File: config.mk
export PLATFORM = sky130hd
export DESIGN_NAME = a0_trace_capture
export DESIGN_NICKNAME = d
export VERILOG_FILES = /design/src/rtl/a0_trace_capture.sv
export SDC_FILE = /design/constraint.sdc
export NUM_CORES = 1
export LEC_CHECK = 0
export ABC_AREA = 1
export CAP_MARGIN = 20
export CORE_ASPECT_RATIO = 1.2
export CORE_MARGIN = 2
export CORE_UTILIZATION = 63
export CTS_CLUSTER_DIAMETER = 50
export DETAILED_ROUTE_END_ITERATION = 12
export DONT_BUFFER_PORTS = 1
export HOLD_SLACK_MARGIN = 0.02
export PLACE_DENSITY = 0.86
export SLEW_MARGIN = 20
export SYNTH_ARGS = -nofsm -noshare
export SYNTH_HDL_FRONTEND = slang
export SYNTH_SLANG_ARGS = --single-unit
File: constraint.sdc
create_clock -name clk -period 4.5 [get_ports clk]
set_input_delay 0 -clock clk [delete_from_list [all_inputs] [get_ports clk]]
set_output_delay 0 -clock clk [all_outputs]
set_load 0.1 [all_outputs]
File: src/rtl/a0_trace_capture.sv
// a0_trace_capture: watches the CPU a0 register, queues every observed change
// with a cycle timestamp in a show-ahead FIFO, and counts events it had to drop.
module a0_trace_capture #(
  parameter int DATA_WIDTH = 32,
  parameter int DEPTH      = 16,
  parameter int TS_WIDTH   = 16,
  parameter int DROP_WIDTH = 8
) (
  input  logic                      clk,
  input  logic                      rst,
  input  logic                      en,
  input  logic [DATA_WIDTH-1:0]     a0,
  output logic [DATA_WIDTH-1:0]     out_data,
  output logic [TS_WIDTH-1:0]       out_ts,
  output logic                      out_valid,
  input  logic                      out_ready,
  output logic [$clog2(DEPTH):0]    count,
  output logic                      overflow,
  output logic [DROP_WIDTH-1:0]     drop_count
);

  localparam int PW = $clog2(DEPTH);
  localparam int CW = PW + 1;
  localparam int EW = TS_WIDTH + DATA_WIDTH;

  localparam logic [PW-1:0]         PTR_ONE_C  = PW'(32'd1);
  localparam logic [CW-1:0]         CNT_ONE_C  = CW'(32'd1);
  localparam logic [CW-1:0]         CNT_FULL_C = CW'(DEPTH);
  localparam logic [TS_WIDTH-1:0]   TS_ONE_C   = TS_WIDTH'(32'd1);
  localparam logic [DROP_WIDTH-1:0] DROP_ONE_C = DROP_WIDTH'(32'd1);
  localparam logic [DROP_WIDTH-1:0] DROP_MAX_C = {DROP_WIDTH{1'b1}};

  logic [DATA_WIDTH-1:0] prev_a0_r;
  logic [TS_WIDTH-1:0]   cyc_r;
  logic [EW-1:0]         mem_r [DEPTH];
  logic [PW-1:0]         wr_ptr_r;
  logic [PW-1:0]         rd_ptr_r;
  logic [CW-1:0]         count_r;
  logic                  overflow_r;
  logic [DROP_WIDTH-1:0] drop_count_r;

  logic                  ev_s;
  logic                  pop_s;
  logic                  push_s;
  logic                  drop_s;
  logic [CW-1:0]         count_next_s;
  logic [EW-1:0]         head_s;

  // Event detection and push/pop/drop arbitration for the current cycle.
  always_comb begin
    ev_s         = 1'b0;
    pop_s        = 1'b0;
    push_s       = 1'b0;
    drop_s       = 1'b0;
    count_next_s = count_r;
    ev_s  = en && (a0 != prev_a0_r);
    // Empty FIFO never pops, so a same-cycle event cannot bypass to the consumer.
    pop_s = (count_r != {CW{1'b0}}) && out_ready;
    if (ev_s) begin
      // A simultaneous pop frees the slot even when full.
      push_s = (count_r < CNT_FULL_C) || pop_s;
      drop_s = (count_r == CNT_FULL_C) && !pop_s;
    end else begin
      push_s = 1'b0;
      drop_s = 1'b0;
    end
    case ({push_s, pop_s})
      2'b10:   count_next_s = count_r + CNT_ONE_C;
      2'b01:   count_next_s = count_r - CNT_ONE_C;
      default: count_next_s = count_r;
    endcase
  end

  // Control state: sampled a0, timestamp counter, pointers, occupancy, drop tracking.
  always_ff @(posedge clk) begin
    if (rst) begin
      prev_a0_r    <= {DATA_WIDTH{1'b0}};
      cyc_r        <= {TS_WIDTH{1'b0}};
      wr_ptr_r     <= {PW{1'b0}};
      rd_ptr_r     <= {PW{1'b0}};
      count_r      <= {CW{1'b0}};
      overflow_r   <= 1'b0;
      drop_count_r <= {DROP_WIDTH{1'b0}};
    end else begin
      prev_a0_r <= a0;
      cyc_r     <= cyc_r + TS_ONE_C;
      count_r   <= count_next_s;
      if (push_s) begin
        wr_ptr_r <= wr_ptr_r + PTR_ONE_C;
      end
      if (pop_s) begin
        rd_ptr_r <= rd_ptr_r + PTR_ONE_C;
      end
      if (drop_s) begin
        overflow_r <= 1'b1;
        if (drop_count_r != DROP_MAX_C) begin
          drop_count_r <= drop_count_r + DROP_ONE_C;
        end
      end
    end
  end

  // Entry storage; contents are only meaningful where count says so, so no reset.
  always_ff @(posedge clk) begin
    if (push_s && !rst) begin
      mem_r[wr_ptr_r] <= {cyc_r, a0};
    end
  end

  // Show-ahead head entry and status, all decoded from registered state.
  always_comb begin
    head_s     = mem_r[rd_ptr_r];
    out_data   = head_s[DATA_WIDTH-1:0];
    out_ts     = head_s[EW-1:DATA_WIDTH];
    out_valid  = (count_r != {CW{1'b0}});
    count      = count_r;
    overflow   = overflow_r;
    drop_count = drop_count_r;
  end

endmodule

==> results_dict.tcl <==
set metrics [dict create \
    finalCritPeriodShare 0.882 \
    dp_slack_ns 1.39 \
    mostFrequentLayoutCells "edfxtp_1 (768), inv_1 (269), o21ai_0 (213)" \
    grt_max_degree 193 \
    yosys.cell_types.count 38 \
    skew_ns 0.0358 \
    cap_violations 0 \
    grt_pass1_vias 21300 \
    nets 2557 \
    fin_crit_ns 3.97 \
    avgSynthCellArea_um2 13.7 \
    synth_area_leaders "edfxtp_1 (68%), mux2i_1 (5.7%), dfxtp_1 (4.4%), o211ai_1 (4.2%), o21ai_0 (3.1%)" \
    area_growth_pct 10.9 \
    grt-ovfl-total 0 \
    netlist.area_leader.share 0.678 \
    rsz0062_at_grt "no" \
    startpoint_type "flop" \
    worst_setup_path_end_kind "flop" \
    grt_usage 0.292 \
    design_area_um2 37700 \
    synthesis.area_um2 34000 \
    cts.sinks 842 \
    cts_root_buf "clkbuf_16" \
    cts_resized 0 \
    critPathKind "reg -> reg" \
    rr_endpoint "count[4]" \
    placed_cell_area_um2 34700 \
    ys_seq_area_frac 0.722 \
    drive_gt1_frac 0.0800 \
    vias 21000 \
    tightest_slew_ns 1.10 \
    clk_pin_slew_ns 0.06 \
    hold_ws_ns 0.234 \
    clk_path_buf_depth 3 \
    path_cells "inv_1 -> nand2_1 -> nand2_1 -> nand2_1 -> nor2_1 -> nand2_1 -> nor2_1 -> nand2_2 -> nand3_2 -> dlygate4sd3_1 -> ha_1 -> ha_1 -> nand2_1 -> nor2_1 -> a211oi_1 -> o21ai_0 -> a21oi_1 -> nand2_1 -> nor3b_1" \
    cp.arrival_ns 4.49 \
    clk_latency_ns 0.65 \
    routed_wl_um 81600 \
    start_util 0.635 \
    power_mw 21.3 \
    relSlewSlack 0.264 \
    die_w_um 216 \
    required_ns 5.02 \
    rr_startpoint "prev_a0_r[5]" \
    die_area_um2 55800 \
    hpwl_um 40300 \
    synthArstFlopShare 0 \
    hp-class "in -> reg" \
    power_leakage_nw 12.9 \
    cts_made_buffers 79 \
    rows 93 \
    crit_top_cell "nand2_1" \
    hold_depth 10 \
    wl_per_cell_um 24.8 \
    cts_tree "built" \
    synth_fp_nets 2538 \
    rr_worst_depth 19 \
    cp_max_fo 6 \
    report.final.slew_viol_count 0 \
    route.antenna.remaining_nets 0 \
    cts_htree_levels 3 \
    final_cells 3288 \
    ir_worst_vdd_uv 488 \
    ff2ff_setup_slack_ns 0.53 \
    timing.fmax_mhz 252 \
    worstHoldStart "a0[26]" \
    gp_congestion 0.805 \
    drt_first_iter_violations 2674 \
    hold_viol_final 0 \
    cpMaxStageDelayCell "dlygate4sd3_1" \
    coreArea_um2 53500 \
    dp_cells 3098 \
    port_buffers 0 \
    synth_seq_cells 842 \
    setup_viol 0 \
    grt_pass1_wl_um 123000 \
    powerDensity_nw_per_um2 565 \
    firstDrtPassIters 6 \
    synth_top_flop_cell "edfxtp_1" \
    io_pins 99 \
    avgViaCountPerCell 6.38 \
    status "completed" \
    yosysWarningCount 0 \
    antenna_found_initial 2 \
    setup_ws_ns 0.533 \
    drc 0 \
    netlist_instances 2490 \
    hold_end "drop_count[5]" \
    cpPeakStageDelay_ns 0.70 \
    final_common_cell "edfxtp_1" \
    yosys.area.top_type "edfxtp_1" \
    synth_edf_count 768 \
    die_h_um 258 \
]
## repair_timing
| action | in CTS | in global routing |
|---|---|---|
| hold buffers | 42 | 0 |
| setup buffers | 0 | 0 |
| endpoints found under the hold margin | 576 | 0 |
## metrics by stage
step | util | TNS [ns]
after global placement | 0.648 | 0
final | 0.705 | 0
after floorplan | - | -213.03
after detailed placement | 0.648 | 0
after global routing | 0.705 | 0
after CTS | 0.705 | 0
## cell usage after synthesis, types with 5 or more instances
library cell  instances
o21ai_1              29
o21ai_0             213
dfxtp_1              74
o211ai_1            192
nand2_1             141
a21oi_1             212
inv_1               270
clkbuf_1             72
ha_1                 11
nor2_1               93
nor3_1                9
edfxtp_1            768
inv_2                12
buf_1                15
nand3_1              74
buf_8                 5
buf_6                22
xnor2_1              25
mux2i_1             192
buf_2                27
## worst max-delay path by stage
stage	startpoint	to	slack [ns]	depth (start not counted)
6_report	prev_a0_r[5]	count[4]	0.53	19
5_1_grt	prev_a0_r[5]	count[4]	0.39	19
4_1_cts	prev_a0_r[4]	count[4]	0.71	17
3_5_place_dp	prev_a0_r[4]	count[4]	1.39	16
3_3_place_gp	prev_a0_r[4]	count[4]	1.61	16
2_1_floorplan	count[1]	mem_r[0][0]	-0.28	10
## critical path: cells and delay by family (launching register included)
family | cells | cell delay, ns
and+or+nand+nor | 12 | 1.60
DFF | 1 | 0.32
buffers and inverters | 2 | 0.76
adders and majority gates | 2 | 0.63
AOI/OAI and AO/OA | 3 | 0.54
## sequential cells by signal, indices dropped and copies added, names as in the netlist, named ones only
name,cells
drop_count,8
overflow,1
rd_ptr_r,4
cyc_r,16
wr_ptr_r,4
count,5
prev_a0_r,32
mem_r,768
## cell families after synthesis
logic type	synth area share
xor gates and xnor gates	0.00747
DFF	0.722
muxes	0.0565
buffers and inverters	0.0555
adders and majority gates	0.00464
and+or+nand+nor	0.0430
AOI/OAI and AO/OA	0.111
## report_power, final
| group | total (mW) | switching, mW | internal [mW] | leakage (nW) |
|---|---|---|---|---|
| Sequential | 8.85 | 0.201 | 8.65 | 7.39 |
| Clock | 6.62 | 2.91 | 3.72 | 1.27 |
| Combinational | 5.82 | 4.58 | 1.24 | 4.21 |
| Total | 21.3 | 7.69 | 13.6 | 12.9 |
## metal layers
layer  up-vias  GRT usage  wire length (µm)
met1     10200      0.362             27900
met4         2      0.148              3630
met3       251     0.0602              9360
met2      1373      0.492             40800
met5         -          0                13
li1       9135          -                 -
## cell type report
cell class | instances | area, µm²
sequential | 842 | 24600
fill | 3159 | 15800
multi-input combinational | 1221 | 7690
clock buffer | 105 | 2170
inverter | 282 | 1070
timing repair buffer | 83 | 933
tap | 712 | 891
clock inverter | 42 | 408
antenna | 1 | 2.50
Note: power is estimated with default switching activity, not from simulation.
